==> src/rtl/output_port_arbiter_if.sv <==
// Port bundle between an output_port_arbiter and its requesters and downstream link.
// The arbiter takes the master view; the router or testbench side takes the slave view.
interface output_port_arbiter_if #(
  parameter int PACKET_WIDTH = 64,
  parameter int NUM_REQ      = 5,
  parameter int CNT_WIDTH    = 16
);
  logic                            polarity;
  logic [NUM_REQ-1:0]              req_valid;
  logic [NUM_REQ*PACKET_WIDTH-1:0] req_data;
  logic [NUM_REQ-1:0]              req_grant;
  logic                            so;
  logic [PACKET_WIDTH-1:0]         dout;
  logic                            ro;
  logic [1:0]                      obuf_full;
  logic [CNT_WIDTH-1:0]            pkt_count;

  modport master (
    input  polarity, req_valid, req_data, ro,
    output req_grant, so, dout, obuf_full, pkt_count
  );

  modport slave (
    output polarity, req_valid, req_data, ro,
    input  req_grant, so, dout, obuf_full, pkt_count
  );
endinterface

==> src/rtl/output_port_arbiter.sv <==
// Round-robin arbiter feeding a one-packet-per-VC output buffer. Polarity picks the VC
// being refilled; the opposite VC drives the link, so the two never collide.
module output_port_arbiter #(
  parameter int PACKET_WIDTH = 64,
  parameter int NUM_REQ      = 5,
  parameter int CNT_WIDTH    = 16
) (
  input  logic                  clk,
  input  logic                  reset,
  output_port_arbiter_if.master bus
);
  localparam int IDX_W = (NUM_REQ > 1) ? $clog2(NUM_REQ) : 1;

  logic                    vc_in;
  logic                    vc_out;
  logic [NUM_REQ-1:0]      eligible;
  logic [NUM_REQ-1:0]      above_rr;
  logic [NUM_REQ-1:0]      eligible_hi;
  logic [IDX_W-1:0]        rr_cur;
  logic [IDX_W-1:0]        grant_idx;
  logic [PACKET_WIDTH-1:0] grant_data;
  logic                    grant_any;
  logic                    send;
  logic [1:0]              full_vec;
  logic [PACKET_WIDTH-1:0] buf_data [2];
  logic [IDX_W-1:0]        rr_vec [2];
  logic [CNT_WIDTH-1:0]    pkt_count_reg;

  assign vc_in  = bus.polarity;
  assign vc_out = ~bus.polarity;
  assign rr_cur = rr_vec[vc_in];

  for (genvar gi = 0; gi < NUM_REQ; gi++) begin : g_req
    assign eligible[gi] = bus.req_valid[gi] &&
                          (bus.req_data[gi*PACKET_WIDTH + PACKET_WIDTH - 1] == vc_in);
    assign above_rr[gi] = (IDX_W'(gi) > rr_cur);
    assign bus.req_grant[gi] = grant_any && (grant_idx == IDX_W'(gi));
  end

  // Requesters past the pointer take priority; otherwise wrap to the lowest index.
  assign eligible_hi = eligible & above_rr;

  always_comb begin
    grant_idx = '0;
    for (int k = NUM_REQ - 1; k >= 0; k--) begin
      if (eligible[k]) grant_idx = IDX_W'(k);
    end
    if (|eligible_hi) begin
      for (int k = NUM_REQ - 1; k >= 0; k--) begin
        if (eligible_hi[k]) grant_idx = IDX_W'(k);
      end
    end
  end

  assign grant_data = bus.req_data[int'(grant_idx)*PACKET_WIDTH +: PACKET_WIDTH];

  // Gated by reset so nothing is granted or sent while the port is held in reset.
  assign grant_any = reset && !full_vec[vc_in] && (|eligible);
  assign send      = reset && full_vec[vc_out] && bus.ro;

  assign bus.so        = send;
  assign bus.dout      = send ? buf_data[vc_out] : '0;
  assign bus.obuf_full = full_vec;
  assign bus.pkt_count = pkt_count_reg;

  for (genvar gi = 0; gi < 2; gi++) begin : g_vc
    logic [PACKET_WIDTH-1:0] data_reg;
    logic                    full_reg;
    logic [IDX_W-1:0]        rr_reg;
    logic                    load;
    logic                    drain;

    assign load  = grant_any && (vc_in == 1'(gi));
    assign drain = send && (vc_out == 1'(gi));

    always_ff @(posedge clk or negedge reset) begin
      if (!reset) begin
        data_reg <= '0;
        full_reg <= 1'b0;
        rr_reg   <= IDX_W'(NUM_REQ - 1);
      end else if (load) begin
        data_reg <= grant_data;
        full_reg <= 1'b1;
        rr_reg   <= grant_idx;
      end else if (drain) begin
        full_reg <= 1'b0;
      end
    end

    assign full_vec[gi] = full_reg;
    assign buf_data[gi] = data_reg;
    assign rr_vec[gi]   = rr_reg;
  end

  always_ff @(posedge clk or negedge reset) begin
    if (!reset) begin
      pkt_count_reg <= '0;
    end else if (send && (pkt_count_reg != '1)) begin
      pkt_count_reg <= pkt_count_reg + CNT_WIDTH'(1);
    end
  end
endmodule

==> src/flat_wrapper.sv <==
// flat-port wrapper written by rule: the top's interface ports become plain ports
module output_port_arbiter_flat 
#(
  parameter int PACKET_WIDTH = 64,
  parameter int NUM_REQ      = 5,
  parameter int CNT_WIDTH    = 16
)
  (clk, reset, bus_polarity, bus_req_valid, bus_req_data, bus_ro, bus_req_grant, bus_so, bus_dout, bus_obuf_full, bus_pkt_count);
  output_port_arbiter_if #(.PACKET_WIDTH(PACKET_WIDTH), .NUM_REQ(NUM_REQ), .CNT_WIDTH(CNT_WIDTH)) bus_i ();
  input  logic clk;
  input  logic reset;
  input wire logic [$bits(bus_i.polarity)-1:0] bus_polarity;
  input wire logic [$bits(bus_i.req_valid)-1:0] bus_req_valid;
  input wire logic [$bits(bus_i.req_data)-1:0] bus_req_data;
  input wire logic [$bits(bus_i.ro)-1:0] bus_ro;
  output wire logic [$bits(bus_i.req_grant)-1:0] bus_req_grant;
  output wire logic [$bits(bus_i.so)-1:0] bus_so;
  output wire logic [$bits(bus_i.dout)-1:0] bus_dout;
  output wire logic [$bits(bus_i.obuf_full)-1:0] bus_obuf_full;
  output wire logic [$bits(bus_i.pkt_count)-1:0] bus_pkt_count;
  assign bus_i.polarity = bus_polarity;
  assign bus_i.req_valid = bus_req_valid;
  assign bus_i.req_data = bus_req_data;
  assign bus_i.ro = bus_ro;
  assign bus_req_grant = bus_i.req_grant;
  assign bus_so = bus_i.so;
  assign bus_dout = bus_i.dout;
  assign bus_obuf_full = bus_i.obuf_full;
  assign bus_pkt_count = bus_i.pkt_count;
  output_port_arbiter #(.PACKET_WIDTH(PACKET_WIDTH), .NUM_REQ(NUM_REQ), .CNT_WIDTH(CNT_WIDTH)) u_core (.clk(clk), .reset(reset), .bus(bus_i));
endmodule
==> config.mk <==
export PLATFORM = sky130hd
export DESIGN_NAME = output_port_arbiter_flat
export DESIGN_NICKNAME = d
export VERILOG_FILES = /design/src/rtl/output_port_arbiter_if.sv /design/src/rtl/output_port_arbiter.sv /design/src/flat_wrapper.sv
export SDC_FILE = /design/constraint.sdc
export NUM_CORES = 1
export LEC_CHECK = 0
export CAP_MARGIN = 15
export CELL_PAD_IN_SITES_DETAIL_PLACEMENT = 1
export CELL_PAD_IN_SITES_GLOBAL_PLACEMENT = 2
export CORE_MARGIN = 1
export CORE_UTILIZATION = 24
export CTS_BUF_LIST = sky130_fd_sc_hd__clkbuf_4
export DETAILED_ROUTE_END_ITERATION = 6
export PLACE_DENSITY_LB_ADDON = 0.1
export SYNTH_ARGS = -nofsm -noshare
export SYNTH_HDL_FRONTEND = slang
export SYNTH_SLANG_ARGS = --single-unit
==> constraint.sdc <==
create_clock -name clk -period 2.3 [get_ports clk]
set_input_delay 0.46 -clock clk [delete_from_list [all_inputs] [get_ports clk]]
set_output_delay 0.46 -clock clk [all_outputs]
set_load 0.005 [all_outputs]
==> results_dict.tcl <==
set metrics [dict create \
    cts_buffers 17 \
    fmax_mhz 352 \
    synth_fp_nets 1283 \
    io_pins 417 \
    slew_viol_final 0 \
    startpoint_type "primary input" \
    cp_cell_sequence "clkdlybuf4s50_1, xnor2_2, a22oi_2, a21bo_4, a211o_4, nand3b_1, buf_4, nor2_4, buf_2" \
    drive_gt1_share_pct 38.4 \
    fillers 4362 \
    maxSlewHeadroom_pct 27.6 \
    drcViolationCount 0 \
    final_core_util_pct 46.5 \
    syn-instance-count 953 \
    first_global_vias 11900 \
    grt_pass1_wl_um 77400 \
    rsz0062_at_grt "true" \
    start_util_pct 24.4 \
    critPathTopFamily "compound AO/OA/AOI/OAI gates" \
    drt-initial-drc-count 411 \
    wl_per_cell_um 26.2 \
    irDropWorstVdd_v 0.000282 \
    dieArea_um2 43400 \
    yosysUniqueCellTypes 51 \
    cp_max_fo 4 \
    post-route-min-period_ns 2.84 \
    largest_reg_flops 128 \
    fin_ws_ns -0.544 \
    clk_path_buf_depth 2 \
    grtUsageTotal_pct 24.0 \
    synth_seq_cells 152 \
    endpoint_kind "output pin" \
    htree_levels 4 \
    crit_buf_inv 3 \
    num_rows 75 \
    root_buffer "clkbuf_4" \
    clk_pin_slew_ns 0.11 \
    arrival_ns 2.38 \
    hold_path.class "in2async" \
    setup_violations 193 \
    antenna_found_initial 11 \
    finalCritPeriodShare_pct 124 \
    synth_edf_count 0 \
    synth_top_area_share_pct 36.7 \
    die_x_um 208 \
    grt-ovfl-total 0 \
    drt-total-wl_um 53700 \
    hold_viol_final 0 \
    leakagePower_nw 7.64 \
    cp_slowest_stage_delay_ns 0.50 \
    cts.sinks 152 \
    grt_max_degree 77 \
    dpl.hpwl_um 33300 \
    seq_area_frac_synth_pct 37.2 \
    path_class "in2out" \
    stdcell_area_um2 19500 \
    preCtsSetupSlack_ns -1.14 \
    dpl_cell_area_um2 15800 \
    ys_top_cells_by_area "dfrtp_1 37%, mux2i_1 25%, o221ai_1 11%, a2111oi_1 5.8%, a22o_1 5.5%" \
    yosys-top-cells-count "254 x mux2i_1, 150 x dfrtp_1, 128 x o221ai_1" \
    synthesis.area_um2 10200 \
    first_pass_iters 5 \
    drtAntennaViolNets 0 \
    area_growth_syn_to_layout_pct 90.8 \
    cp.required_ns 1.84 \
    routed_via_density 5.25 \
    yosys.area.top_type "dfrtp_1" \
    async_reset_ff_share_pct 100 \
    power_density_nw_per_um2 792 \
    yosys_warnings 0 \
    cts_tree "built" \
    synth_flop_cell "dfrtp_1" \
    critPathSlowestCell "clkdlybuf4s50_1" \
    tightest_slew_ns 1.09 \
    clk_latency_ns 0.61 \
    numPortBuffers 416 \
    gp_congestion 0.807 \
    finClkSkew_ns 0.0230 \
    dieHeight_um 208 \
    status "complete, but fails checks" \
    postSynthAreaPerCell_um2 10.7 \
    nets 1828 \
    violations "negative setup slack" \
    synth.most_common_cell "mux2i_1" \
    routed-via-count 10800 \
    cap_viol_max_count 0 \
    fp.coreArea_um2 41900 \
]
-- per-layer routing --
| layer | track usage (%) | vias to the layer above | share of wire, % |
|---|---|---|---|
| li1 | - | 4904 | - |
| met1 | 30.0 | 5529 | 42 |
| met2 | 41.8 | 282 | 51 |
| met3 | 5.36 | 51 | 4.8 |
| met4 | 5.34 | 10 | 1.4 |
| met5 | 0 | - | 0.15 |
-- cell usage in the layout, fill, tap and decap left out, types with 20 or more instances in the layout --
cell             count
inv_1               73
a22o_1              64
a2111oi_1           20
mux2i_4             63
mux2i_2             30
buf_16              28
o221ai_1            26
clkdlybuf4s50_1    344
o221ai_2           102
buf_4               81
buf_6               54
buf_12              42
mux2i_1            161
buf_2               54
a2111oi_2           36
dfrtp_1            150
-- cell type report --
cell class / instances / area [µm²] / area share, %
multi-input cells: 628 / 7620 / 39.0
diodes: 6 / 15.0 / 0.0769
clock inverters: 9 / 62.6 / 0.321
well taps: 539 / 674 / 3.46
repair buffers: 625 / 6920 / 35.5
clock buffers: 19 / 143 / 0.731
inverters: 74 / 278 / 1.42
flip-flops and latches: 152 / 3810 / 19.5
-- logic make-up after synthesis --
kind of cell | share of synthesized area, %
fa+ha+maj | 0.122
simple gates | 3.66
buf+inv | 7.90
xor+xnor | 1.63
flops | 37.2
compound gates | 24.5
mux | 25.0
-- final timing paths --
path,start,to,slack [ns],depth (start not counted)
hold / removal,reset,u_core.g_vc[0].full_reg$_DFFE_PN0P_,0.30,3
min in group clk,u_core.g_vc[1].data_reg[63]$_DFFE_PN0P_,u_core.g_vc[1].data_reg[63]$_DFFE_PN0P_,0.49,1
setup / recovery,bus_req_data[127],bus_req_grant[3],-0.54,9
max in group asynchronous,reset,u_core.g_vc[0].data_reg[58]$_DFFE_PN0P_,1.29,3
hold reg to reg,u_core.g_vc[1].data_reg[63]$_DFFE_PN0P_,u_core.g_vc[1].data_reg[63]$_DFFE_PN0P_,0.49,1
setup reg to reg,u_core.g_vc[1].rr_reg[2]$_DFFE_PN1P_,u_core.g_vc[0].data_reg[3]$_DFFE_PN0P_,-0.31,14
-- timing repair --
item	in CTS	in global routing
gates cloned	24	9
hold buffers	1	0
gates resized for setup	551	206
pin swaps	51	62
setup endpoints to repair	206	198
setup buffers	49	35
hold endpoints to repair	1	0
-- through the flow --
step	hold WS, ns	setup TNS (ns)	power [mW]	instances
global route	0.273	-46.59	16.3	2050
finish	0.300	-27.53	15.5	2052
global placement	0.375	-189.75	10.7	1921
detailed placement	0.377	-192.33	10.8	1921
CTS	0.240	-35.45	14.1	2019
floorplan	0.164	-0.346	7.96	953
-- power breakdown --
group / switching, mW / internal (mW) / total [mW]
Combinational: 4.39 / 5.00 / 9.39
Clock: 1.02 / 0.511 / 1.53
Sequential: 0.720 / 3.82 / 4.54
Total: 6.13 / 9.34 / 15.5
-- worst register-to-register path, cell delays in order (launching register included) --
cell and delay, ns:
dfstp_2 0.57, and3b_1 0.18, o21ai_1 0.12, buf_4 0.13, and3_4 0.17, a22oi_2 0.08
buf_4 0.16, buf_6 0.11, buf_12 0.14, buf_12 0.14, buf_6 0.11, clkbuf_16 0.16
mux2i_2 0.18, buf_4 0.16, o221ai_2 0.09
Power figures use the tool's default switching activity.
